$ cat config.mk
export PLATFORM = sky130hd
export DESIGN_NAME = io_port_unit_flat
export DESIGN_NICKNAME = d
export VERILOG_FILES = /design/src/rtl/io_port_unit_if.sv /design/src/rtl/io_port_unit.sv /design/src/flat_wrapper.sv
export SDC_FILE = /design/constraint.sdc
export NUM_CORES = 1
export LEC_CHECK = 0
export CAP_MARGIN = 10
export CORE_MARGIN = 1
export CORE_UTILIZATION = 35
export DETAILED_ROUTE_END_ITERATION = 7
export GPL_ROUTABILITY_DRIVEN = 1
export SYNTH_ARGS = -nofsm -noshare
export SYNTH_HDL_FRONTEND = slang
export SYNTH_SLANG_ARGS = --single-unit
$ cat constraint.sdc
create_clock -name clk -period 2.3 [get_ports clk]
set_input_delay 0.46 -clock clk [delete_from_list [all_inputs] [get_ports clk]]
set_output_delay 0.46 -clock clk [all_outputs]
set_load 0.005 [all_outputs]
$ cat src/rtl/io_port_unit_if.sv
// ---------------------------------------------------------------------------
// io_port_unit_if
// Bundles the two sides of the I/O port unit.
//   Processor side : outPortData/outSignalEn (OUT instruction write),
//                    inPortData (input word), interruptSignal (2-bit code).
//   Device side    : devInData/devInValid/devInReady (input handshake),
//                    devOutData/devOutValid/devOutReady (output FIFO drain).
// Modports:
//   slave  - the io_port_unit itself
//   master - the environment (processor + external device)
// ---------------------------------------------------------------------------
interface io_port_unit_if #(
    parameter int DATA_WIDTH = 16
);
    logic [DATA_WIDTH-1:0] outPortData;
    logic                  outSignalEn;
    logic [DATA_WIDTH-1:0] inPortData;
    logic [1:0]            interruptSignal;
    logic [DATA_WIDTH-1:0] devInData;
    logic                  devInValid;
    logic                  devInReady;
    logic [DATA_WIDTH-1:0] devOutData;
    logic                  devOutValid;
    logic                  devOutReady;

    modport slave (
        input  outPortData, outSignalEn, devInData, devInValid, devOutReady,
        output inPortData, interruptSignal, devInReady, devOutData, devOutValid
    );

    modport master (
        output outPortData, outSignalEn, devInData, devInValid, devOutReady,
        input  inPortData, interruptSignal, devInReady, devOutData, devOutValid
    );
endinterface

$ cat src/rtl/io_port_unit.sv
// ---------------------------------------------------------------------------
// io_port_unit
// Peripheral-side I/O port unit. Presents external input words to the
// processor with an input-ready interrupt, and buffers OUT-instruction
// writes in a small FIFO drained by the external device.
//
// Ports:
//   clk   - single clock, rising edge
//   reset - asynchronous, active-high, clears all state
//   bus   - io_port_unit_if.slave (processor and device signals)
//
// Interrupt codes (one cycle wide, registered):
//   00 none, 01 input ready, 10 output FIFO became full, 11 output overflow
//
// Build option:
//   IO_OVERFLOW_IRQ_EN - when defined, a write dropped because the FIFO is
//                        full raises code 11; otherwise it is dropped silently.
// ---------------------------------------------------------------------------
module io_port_unit #(
    parameter int DATA_WIDTH  = 16,
    parameter int FIFO_DEPTH  = 4,
    parameter int HOLD_CYCLES = 3
) (
    input  logic           clk,
    input  logic           reset,
    io_port_unit_if.slave  bus
);
    localparam int PW = $clog2(FIFO_DEPTH);
    localparam int CW = PW + 1;
    localparam int HW = $clog2(HOLD_CYCLES + 1);
    localparam logic [CW-1:0] FULL_COUNT  = CW'(FIFO_DEPTH);
    localparam logic [CW-1:0] ALMOST_FULL = CW'(FIFO_DEPTH - 1);
    localparam logic [CW-1:0] ONE_COUNT   = CW'(1);
    localparam logic [CW-1:0] ZERO_COUNT  = CW'(0);
    localparam logic [PW-1:0] PTR_ONE     = PW'(1);
    localparam logic [HW-1:0] HOLD_LOAD   = HW'(HOLD_CYCLES);
    localparam logic [HW-1:0] HOLD_LAST   = HW'(1);

    typedef enum logic [1:0] {
        IDLE  = 2'd0,
        PULSE = 2'd1,
        HOLD  = 2'd2
    } inState_t;

    // ---------------- input side ----------------
    inState_t              stateR, stateNext;
    logic [HW-1:0]         holdR, holdNext;
    logic                  readyR;
    logic [DATA_WIDTH-1:0] inDataR;
    logic                  accept;

    // readyR is low during reset, so the first accept happens no earlier
    // than the second edge after release.
    assign accept = readyR && bus.devInValid;

    // Input FSM next-state and hold counter
    always_comb begin
        stateNext = stateR;
        holdNext  = holdR;
        case (stateR)
            IDLE: begin
                if (accept) stateNext = PULSE;
                else        stateNext = IDLE;
            end
            PULSE: begin
                holdNext  = HOLD_LOAD;
                stateNext = HOLD;
            end
            HOLD: begin
                if (holdR == HOLD_LAST) stateNext = IDLE;
                else                    holdNext  = holdR - HOLD_LAST;
            end
            default: stateNext = IDLE;
        endcase
    end

    // Input FSM state, ready flag and latched input word
    always_ff @(posedge clk or posedge reset) begin
        if (reset) begin
            stateR  <= IDLE;
            holdR   <= '0;
            readyR  <= 1'b0;
            inDataR <= '0;
        end else begin
            stateR <= stateNext;
            holdR  <= holdNext;
            readyR <= (stateNext == IDLE);
            if (accept) inDataR <= bus.devInData;
            else        inDataR <= inDataR;
        end
    end

    // ---------------- output FIFO ----------------
    logic [DATA_WIDTH-1:0] mem [FIFO_DEPTH];
    logic [PW-1:0]         rdPtrR, wrPtrR;
    logic [CW-1:0]         countR, countNext;
    logic                  validR;
    logic [DATA_WIDTH-1:0] headR, headNext;
    logic                  full, pop, push, fullEvent;

    assign full      = (countR == FULL_COUNT);
    assign pop       = validR && bus.devOutReady;
    assign push      = bus.outSignalEn && (!full || pop);
    assign fullEvent = push && !pop && (countR == ALMOST_FULL);

    // Occupancy after this edge
    always_comb begin
        countNext = countR;
        case ({push, pop})
            2'b10:   countNext = countR + ONE_COUNT;
            2'b01:   countNext = countR - ONE_COUNT;
            default: countNext = countR;
        endcase
    end

    // Next head word: kept in a register so devOutData never depends
    // combinationally on outPortData.
    always_comb begin
        headNext = headR;
        if (pop && (countR == ONE_COUNT)) begin
            // last entry leaves; a simultaneous push becomes the new head
            if (push) headNext = bus.outPortData;
            else      headNext = headR;
        end else if (pop) begin
            headNext = mem[rdPtrR + PTR_ONE];
        end else if (push && (countR == ZERO_COUNT)) begin
            headNext = bus.outPortData;
        end else begin
            headNext = headR;
        end
    end

    // FIFO storage; contents are invalidated by the pointers on reset
    always_ff @(posedge clk) begin
        if (push) mem[wrPtrR] <= bus.outPortData;
    end

    // FIFO pointers, occupancy, valid flag and head register
    always_ff @(posedge clk or posedge reset) begin
        if (reset) begin
            rdPtrR <= '0;
            wrPtrR <= '0;
            countR <= '0;
            validR <= 1'b0;
            headR  <= '0;
        end else begin
            if (pop)  rdPtrR <= rdPtrR + PTR_ONE;
            if (push) wrPtrR <= wrPtrR + PTR_ONE;
            countR <= countNext;
            validR <= (countNext != ZERO_COUNT);
            headR  <= headNext;
        end
    end

    // ---------------- interrupt arbiter ----------------
    logic       pendInR, pendFullR;
    logic       clrIn, clrFull;
    logic [1:0] irqR, irqNext;
`ifdef IO_OVERFLOW_IRQ_EN
    logic       pendOvfR, clrOvf, ovfEvent;

    assign ovfEvent = bus.outSignalEn && full && !pop;
`endif

    // Emit the highest pending code (11 > 01 > 10) and retire its bit
    always_comb begin
        irqNext = 2'b00;
        clrIn   = 1'b0;
        clrFull = 1'b0;
`ifdef IO_OVERFLOW_IRQ_EN
        clrOvf  = 1'b0;
        if (pendOvfR) begin
            irqNext = 2'b11;
            clrOvf  = 1'b1;
        end else
`endif
        if (pendInR) begin
            irqNext = 2'b01;
            clrIn   = 1'b1;
        end else if (pendFullR) begin
            irqNext = 2'b10;
            clrFull = 1'b1;
        end else begin
            irqNext = 2'b00;
        end
    end

    // Pending bits: a new event re-sets its bit even if it is being retired
    always_ff @(posedge clk or posedge reset) begin
        if (reset) begin
            pendInR   <= 1'b0;
            pendFullR <= 1'b0;
            irqR      <= 2'b00;
`ifdef IO_OVERFLOW_IRQ_EN
            pendOvfR  <= 1'b0;
`endif
        end else begin
            pendInR   <= (pendInR && !clrIn) || accept;
            pendFullR <= (pendFullR && !clrFull) || fullEvent;
            irqR      <= irqNext;
`ifdef IO_OVERFLOW_IRQ_EN
            pendOvfR  <= (pendOvfR && !clrOvf) || ovfEvent;
`endif
        end
    end

    assign bus.inPortData      = inDataR;
    assign bus.interruptSignal = irqR;
    assign bus.devInReady      = readyR;
    assign bus.devOutData      = headR;
    assign bus.devOutValid     = validR;

endmodule

$ cat src/flat_wrapper.sv
// flat-port wrapper written by rule: the top's interface ports become plain ports
module io_port_unit_flat 
#(
    parameter int DATA_WIDTH  = 16,
    parameter int FIFO_DEPTH  = 4,
    parameter int HOLD_CYCLES = 3
)
  (clk, reset, bus_outPortData, bus_outSignalEn, bus_devInData, bus_devInValid, bus_devOutReady, bus_inPortData, bus_interruptSignal, bus_devInReady, bus_devOutData, bus_devOutValid);
  io_port_unit_if #(.DATA_WIDTH(DATA_WIDTH)) bus_i ();
  input  logic clk;
  input  logic reset;
  input wire logic [$bits(bus_i.outPortData)-1:0] bus_outPortData;
  input wire logic [$bits(bus_i.outSignalEn)-1:0] bus_outSignalEn;
  input wire logic [$bits(bus_i.devInData)-1:0] bus_devInData;
  input wire logic [$bits(bus_i.devInValid)-1:0] bus_devInValid;
  input wire logic [$bits(bus_i.devOutReady)-1:0] bus_devOutReady;
  output wire logic [$bits(bus_i.inPortData)-1:0] bus_inPortData;
  output wire logic [$bits(bus_i.interruptSignal)-1:0] bus_interruptSignal;
  output wire logic [$bits(bus_i.devInReady)-1:0] bus_devInReady;
  output wire logic [$bits(bus_i.devOutData)-1:0] bus_devOutData;
  output wire logic [$bits(bus_i.devOutValid)-1:0] bus_devOutValid;
  assign bus_i.outPortData = bus_outPortData;
  assign bus_i.outSignalEn = bus_outSignalEn;
  assign bus_i.devInData = bus_devInData;
  assign bus_i.devInValid = bus_devInValid;
  assign bus_i.devOutReady = bus_devOutReady;
  assign bus_inPortData = bus_i.inPortData;
  assign bus_interruptSignal = bus_i.interruptSignal;
  assign bus_devInReady = bus_i.devInReady;
  assign bus_devOutData = bus_i.devOutData;
  assign bus_devOutValid = bus_i.devOutValid;
  io_port_unit #(.DATA_WIDTH(DATA_WIDTH), .FIFO_DEPTH(FIFO_DEPTH), .HOLD_CYCLES(HOLD_CYCLES)) u_core (.clk(clk), .reset(reset), .bus(bus_i));
endmodule
After elaboration in Yosys (flattened, before gate mapping):

Memory sizes are Yosys's and may differ from the RTL's.
Cells that the tools add are included.

* shift operators: 0
* $mul: 0
* $lt $le $gt $ge: 0
* div/mod/pow operators: 0
* $add $sub $neg: 5
* reduce and logical (&&, ||, !) cells: 24
* mux-type cells: 17
* equal/unequal tests: 10
* bitwise operators: 0

Operators with widths (number)
* 16-bit 2-to-1 mux: 4
* 1-bit logical AND: 9
* 2-bit 2-to-1 mux: 4
* 2-bit by 1-bit == test with 1-bit output, second input constant: 3
* 1-bit 2-to-1 mux: 6
* 2-bit case mux with 3 select lines: 1
* 3-bit case mux with 2 select lines: 1
* 3-bit nonzero test: 2
* 2-bit by 1-bit adder with 2-bit output, second input constant: 2
* 2-bit == test, second input constant: 2
* 1-bit zero test: 4
* 2-bit zero test: 2
* 2-bit case mux with 2 select lines: 1
* 2-bit AND reduction: 2
* 3-bit by 1-bit adder with 3-bit output, second input constant: 1
* 3-bit by 1-bit == test with 1-bit output, second input constant: 1
* 3-bit by 2-bit == test with 1-bit output, second input constant: 1
* 3-bit == test, second input constant: 1
* 3-bit zero test: 1
* 1-bit logical OR: 3
* 3-bit by 1-bit subtractor with 3-bit output, second input constant: 1
* 2-bit by 1-bit inequality test with 1-bit output, second input constant: 1
* 2-bit inequality test, second input constant: 1
* 2-bit nonzero test: 1
* 2-bit by 1-bit subtractor with 2-bit output, second input constant: 1

* word-level logic and storage cells: 69
* output and inout bits: 36
* ROM bits: 0
* memories: 1
* register bits after elaboration: 49
* input bits: 37
* bits in latches: 0
* bits in writable memories: 64

Memories
* u_core.mem: words 4, width 16, read ports 1, clocked after memory_dff 0, write ports 1, line io_port_unit.sv:94 `logic [DATA_WIDTH-1:0] mem [FIFO_DEPTH];`

Depth between registers and ports, before layout:

* word-level depth: 8
* depth in mapped cells: 7
* gate-level depth less buffers: 6

Least setup slack after synthesis:

OpenSTA, ideal clock, no wires.

* kind: register -> register
* from: reg u_core.countR[0]
* to: mem u_core.mem[0][0] (enable)
* library setup time: 374 ps
* required time: 1926 ps
* setup slack: 335 ps
* period minus slack after synthesis: 1965 ps
* stages on the path, launching flop included: 5
* arrival time: 1591 ps
* path through: dfrtp_1 inv_1 ha_1 a31oi_1 and2_1

* cells in the longest elaborated chain, start to end: 6

Ends and longest elaborated chain
* start, declared: line io_port_unit.sv:96 `logic [CW-1:0] countR, countNext;`
* start signal, assigned: line io_port_unit.sv:149 `countR <= countNext;`
* 3-bit == test: line io_port_unit.sv:101 `assign full = (countR == FULL_COUNT);`
* 1-bit zero test: line io_port_unit.sv:103 `assign push = bus.outSignalEn && (!full || pop);`
* 1-bit logical OR: line io_port_unit.sv:103
* 1-bit logical AND: line io_port_unit.sv:103
* 1-bit 2-to-1 mux: line io_port_unit.sv:135 `if (push) mem[wrPtrR] <= bus.outPortData;`
* 1-bit 2-to-1 mux (not written as such): line io_port_unit.sv:135
* end, declared: line io_port_unit.sv:94

No other way between the ends.

Worst setup path in the final report:

* from: reg u_core.countR[0]
* to: reg u_core.validR, in the netlist u_core.bus.devOutValid

* cells in the longest elaborated chain, start to end: 7
* elaborated cells between the ends (all ways): 10

Ends and longest elaborated chain
* 3-bit == test: line io_port_unit.sv:101
* 1-bit zero test: line io_port_unit.sv:103
* 1-bit logical OR: line io_port_unit.sv:103
* 1-bit logical AND: line io_port_unit.sv:103
* 2-bit by 1-bit == test with 1-bit output or 2-bit == test (tied branches): line io_port_unit.sv:109 `case ({push, pop})`
* 3-bit case mux with 2 select lines *: line io_port_unit.sv:109
* net u_core.countNext[1]: line io_port_unit.sv:96
* 3-bit nonzero test *: line io_port_unit.sv:150 `validR <= (countNext != ZERO_COUNT);`
* end signal, assigned: line io_port_unit.sv:150
* end, declared: line io_port_unit.sv:97 `logic validR;`

The timed path passes the listed nets; every way through them passes the cells marked *.
A chain may end at the register's enable or synchronous reset.

==> flow_summary_export.csv <==
group,metric,value,unit
clock_tree,cts.clk_slew.worst_paths,50,ps
grt,first_global_vias,2644,
yosys,yosys.cell_count.top_type,"edfxtp_1",
yosys,syn_area_per_cell,16.8,µm²
grt,track_usage,0.139,
detailed_routing,wl,8.13,mm
critical_path,path_max_fanout,4,
critical_path,cp.arrival,2180,ps
power_and_ir_drop,p_sw_frac,0.272,
yosys,synth_seq_cells,113,
yosys,async_reset_ff_frac,0.434,
sta,setup_ws,403,ps
grt,grt_overflow,0,
critical_path,worst_path_max_delay_cell,"dfrtp_1",
clock_tree,cts_setup_buffers,0,
outcome,status,"finished clean",
critical_path,cp_cell_sequence,"inv_1, ha_1, a22oi_1, mux2i_1, a221o_1, or3_1",
die,die_area,0.0133,mm²
placed_design,pre_cts_ws,156,ps
power_and_ir_drop,irDropWorstVdd,783,µV
power_and_ir_drop,total_power,8.04,mW
yosys,synthTopCellsByArea,"edfxtp_1 (43%), dfrtp_1 (27%), mux4_2 (8.0%)",
critical_path,max_stage_delay,420,ps
sta,setup_viol,0,
sta,finalMaxSlewViolations,0,
die,dieWidth,115,µm
clock_tree,cts_tree,"built",
critical_path,crit_start,"u_core.countR[0]",
yosys,synth_edf_count,64,
yosys,seq_area_frac_synth,0.701,
yosys,syn_area,0.00449,mm²
detailed_routing,detail-route-antenna-nets,0,
critical_path,crit_required,2580,ps
power_and_ir_drop,leakagePower,2.38,nW
grt,antenna_found_initial,0,
grt,grt_pass1_wl,13.3,mm
sta,finalSetupTns,0,ps
critical_path,crit_buf_inv,1,
yosys,yosys_warnings,0,
detailed_routing,vias_per_cell,4.57,
critical_path,crit_family,"compound AO/OA/AOI/OAI gates",
sta,rsz0062_at_grt,"no",
clock_tree,hold_buffers,0,
clock_tree,h-tree-depth,4,
clock_tree,cts_sinks,113,
critical_path,rrSetupSlack,400,ps
grt,grt_max_degree,33,
placed_design,post-dp-hpwl,5.44,mm
finish,drive_gt1_frac,0.210,
detailed_routing,drt_iter0_markers,90,
sta,worst_pin_slew,429,ps
power_and_ir_drop,sequentialPowerShare,0.388,
yosys,syn_nets,314,
power_and_ir_drop,p_per_area,1310,mW/mm²
sta,min_period,1900,ps
yosys,ys_types,29,
finish,diodes,0,
die,start_util,0.357,
sta,hold_viol,0,
detailed_routing,drcViolationCount,0,
sta,timing.final.crit_share,0.825,
power_and_ir_drop,p_int,5.85,mW
finish,area_growth,36.7,%
sta,fmax,527,MHz
die,fp.dieH,115,µm
power_and_ir_drop,combinationalPowerShare,0.312,
power_and_ir_drop,p_clk_frac,0.301,
yosys,synth_top_area_cell,"edfxtp_1",
die,core,0.0126,mm²
placed_design,place_congestion,0.746,
min_path,min_path_type,"in -> async",
critical_path,path_class,"reg -> reg",
die,rows,41,
sta,relSlewSlack,0.714,
finish,nets,411,
yosys,dominantRegCellSynth,"edfxtp_1",
clock_tree,ctsResizeCount,0,
clock_tree,clockBufferDepth,2,
sta,clock_skew,7.94,ps
clock_tree,root_buffer,"clkbuf_16",
yosys,yosysTopAreaCellShare,0.428,
critical_path,rr_startpoint,"u_core.countR[0]",
placed_design,portBuffers,72,
job,drv_cap,0,
detailed_routing,vias,2510,
die,io_pins,73,
power_and_ir_drop,p_sw,2.19,mW
critical_path,startpoint_type,"flip-flop",
yosys,syn_inst,267,
detailed_routing,dr.pass1.iters,4,
clock_tree,clkLatencyLatePin,410,ps
critical_path,end_kind,"flip-flop",
yosys,ys_top_cells_by_count,"edfxtp_1 (64), dfrtp_1 (49), nand2_1 (21), mux2_2 (17), mux2i_1 (17)",
clock_tree,numCtsBuffers,17,
detailed_routing,wire_per_inst,14.8,µm
[cell families after synthesis]
logic type | share of synthesized area
buf+inv | 0.0212
mux | 0.161
fa+ha+maj | 0.0279
simple gates | 0.0382
flops | 0.701
xor+xnor | 0.00781
compound gates | 0.0427
[power groups by stage]
stage | clock network [mW] | registers, mW | logic [mW]
2_1_floorplan | 0 | 3.10 | 1.39
3_3_place_gp | 0 | 3.13 | 2.52
3_5_place_dp | 0 | 3.15 | 2.55
4_1_cts | 2.48 | 3.12 | 2.57
5_1_grt | 2.57 | 3.19 | 2.79
6_report | 2.42 | 3.12 | 2.51
[layout make-up]
class | instances | area (µm²)
fillers | 1080 | 6430
well taps | 172 | 215
multi-input cells | 133 | 1250
clock buffers | 19 | 433
flip-flops and latches | 113 | 3150
clock inverters | 13 | 120
repair buffers | 88 | 928
inverters | 11 | 41.3
[sequential cells by signal, summed over array words and instances (netlist names)]
signal / count
u_core.bus.devInReady: 1
u_core.pendInR: 1
u_core.bus.devOutValid: 1
u_core.wrPtrR: 2
u_core.bus.devOutData: 16
u_core.stateR: 2
u_core.bus.inPortData: 16
u_core.rdPtrR: 2
u_core.holdR: 2
u_core.bus.interruptSignal: 2
u_core.mem: 64
u_core.countR: 3
u_core.pendFullR: 1
[cells in the final DEF, fill, tap and decap left out, drive strengths merged]
cell / instances
inv: 11
a221o: 1
a31oi: 3
nor2: 5
o32a: 1
edfxtp: 64
clkbuf: 19
ha: 10
mux2: 17
nor2b: 3
nor3: 2
dfrtp: 49
mux4: 16
a22oi: 1
xnor2: 4
buf: 16
and2: 6
clkinvlp: 4
or3: 1
nand2: 21
clkdlybuf4s50: 72
a32o: 1
bufinv: 2
o21ai: 21
clkinv: 7
mux2i: 17
a21oi: 2
a22o: 1
[final timing paths]
check,to,cells after the start
worst max-delay path,u_core.bus.devOutValid,6
worst min-delay path,u_core.bus.inPortData[14],2
worst max register to register,u_core.bus.devOutValid,6
worst min register to register,u_core.bus.interruptSignal[0],0
max in group asynchronous,u_core.bus.devOutData[6],3
min in group clk,u_core.bus.interruptSignal[0],0
[metrics by stage]
| step | utilization | area [µm²] | hold slack (ps) | cells |
|---|---|---|---|---|
| final | 0.488 | 6130 | 366 | 549 |
| after global routing | 0.488 | 6130 | 425 | 549 |
| after CTS | 0.488 | 6130 | 369 | 549 |
| after detailed placement | 0.444 | 5580 | 405 | 517 |
| after global placement | 0.444 | 5580 | 403 | 517 |
| after floorplan | - | 4490 | 375 | 267 |
[worst register-to-register path, delay by kind of cell (launching register included)]
family                     cells  cell delay (ps)
AOI/OAI and AO/OA              2              560
adders and majority gates      1              240
buffers and inverters          1               80
DFF                            1              420
muxes                          1              160
and+or+nand+nor                1              310
[metal layers]
metal  vias up  GRT usage  share of wire
li1       1192          -              -
met1      1237      0.162           0.43
met2        67      0.221           0.49
met3        14     0.0622          0.064
met4         0     0.0658          0.018
met5         -          0              0
Power figures use the tool's default switching activity.
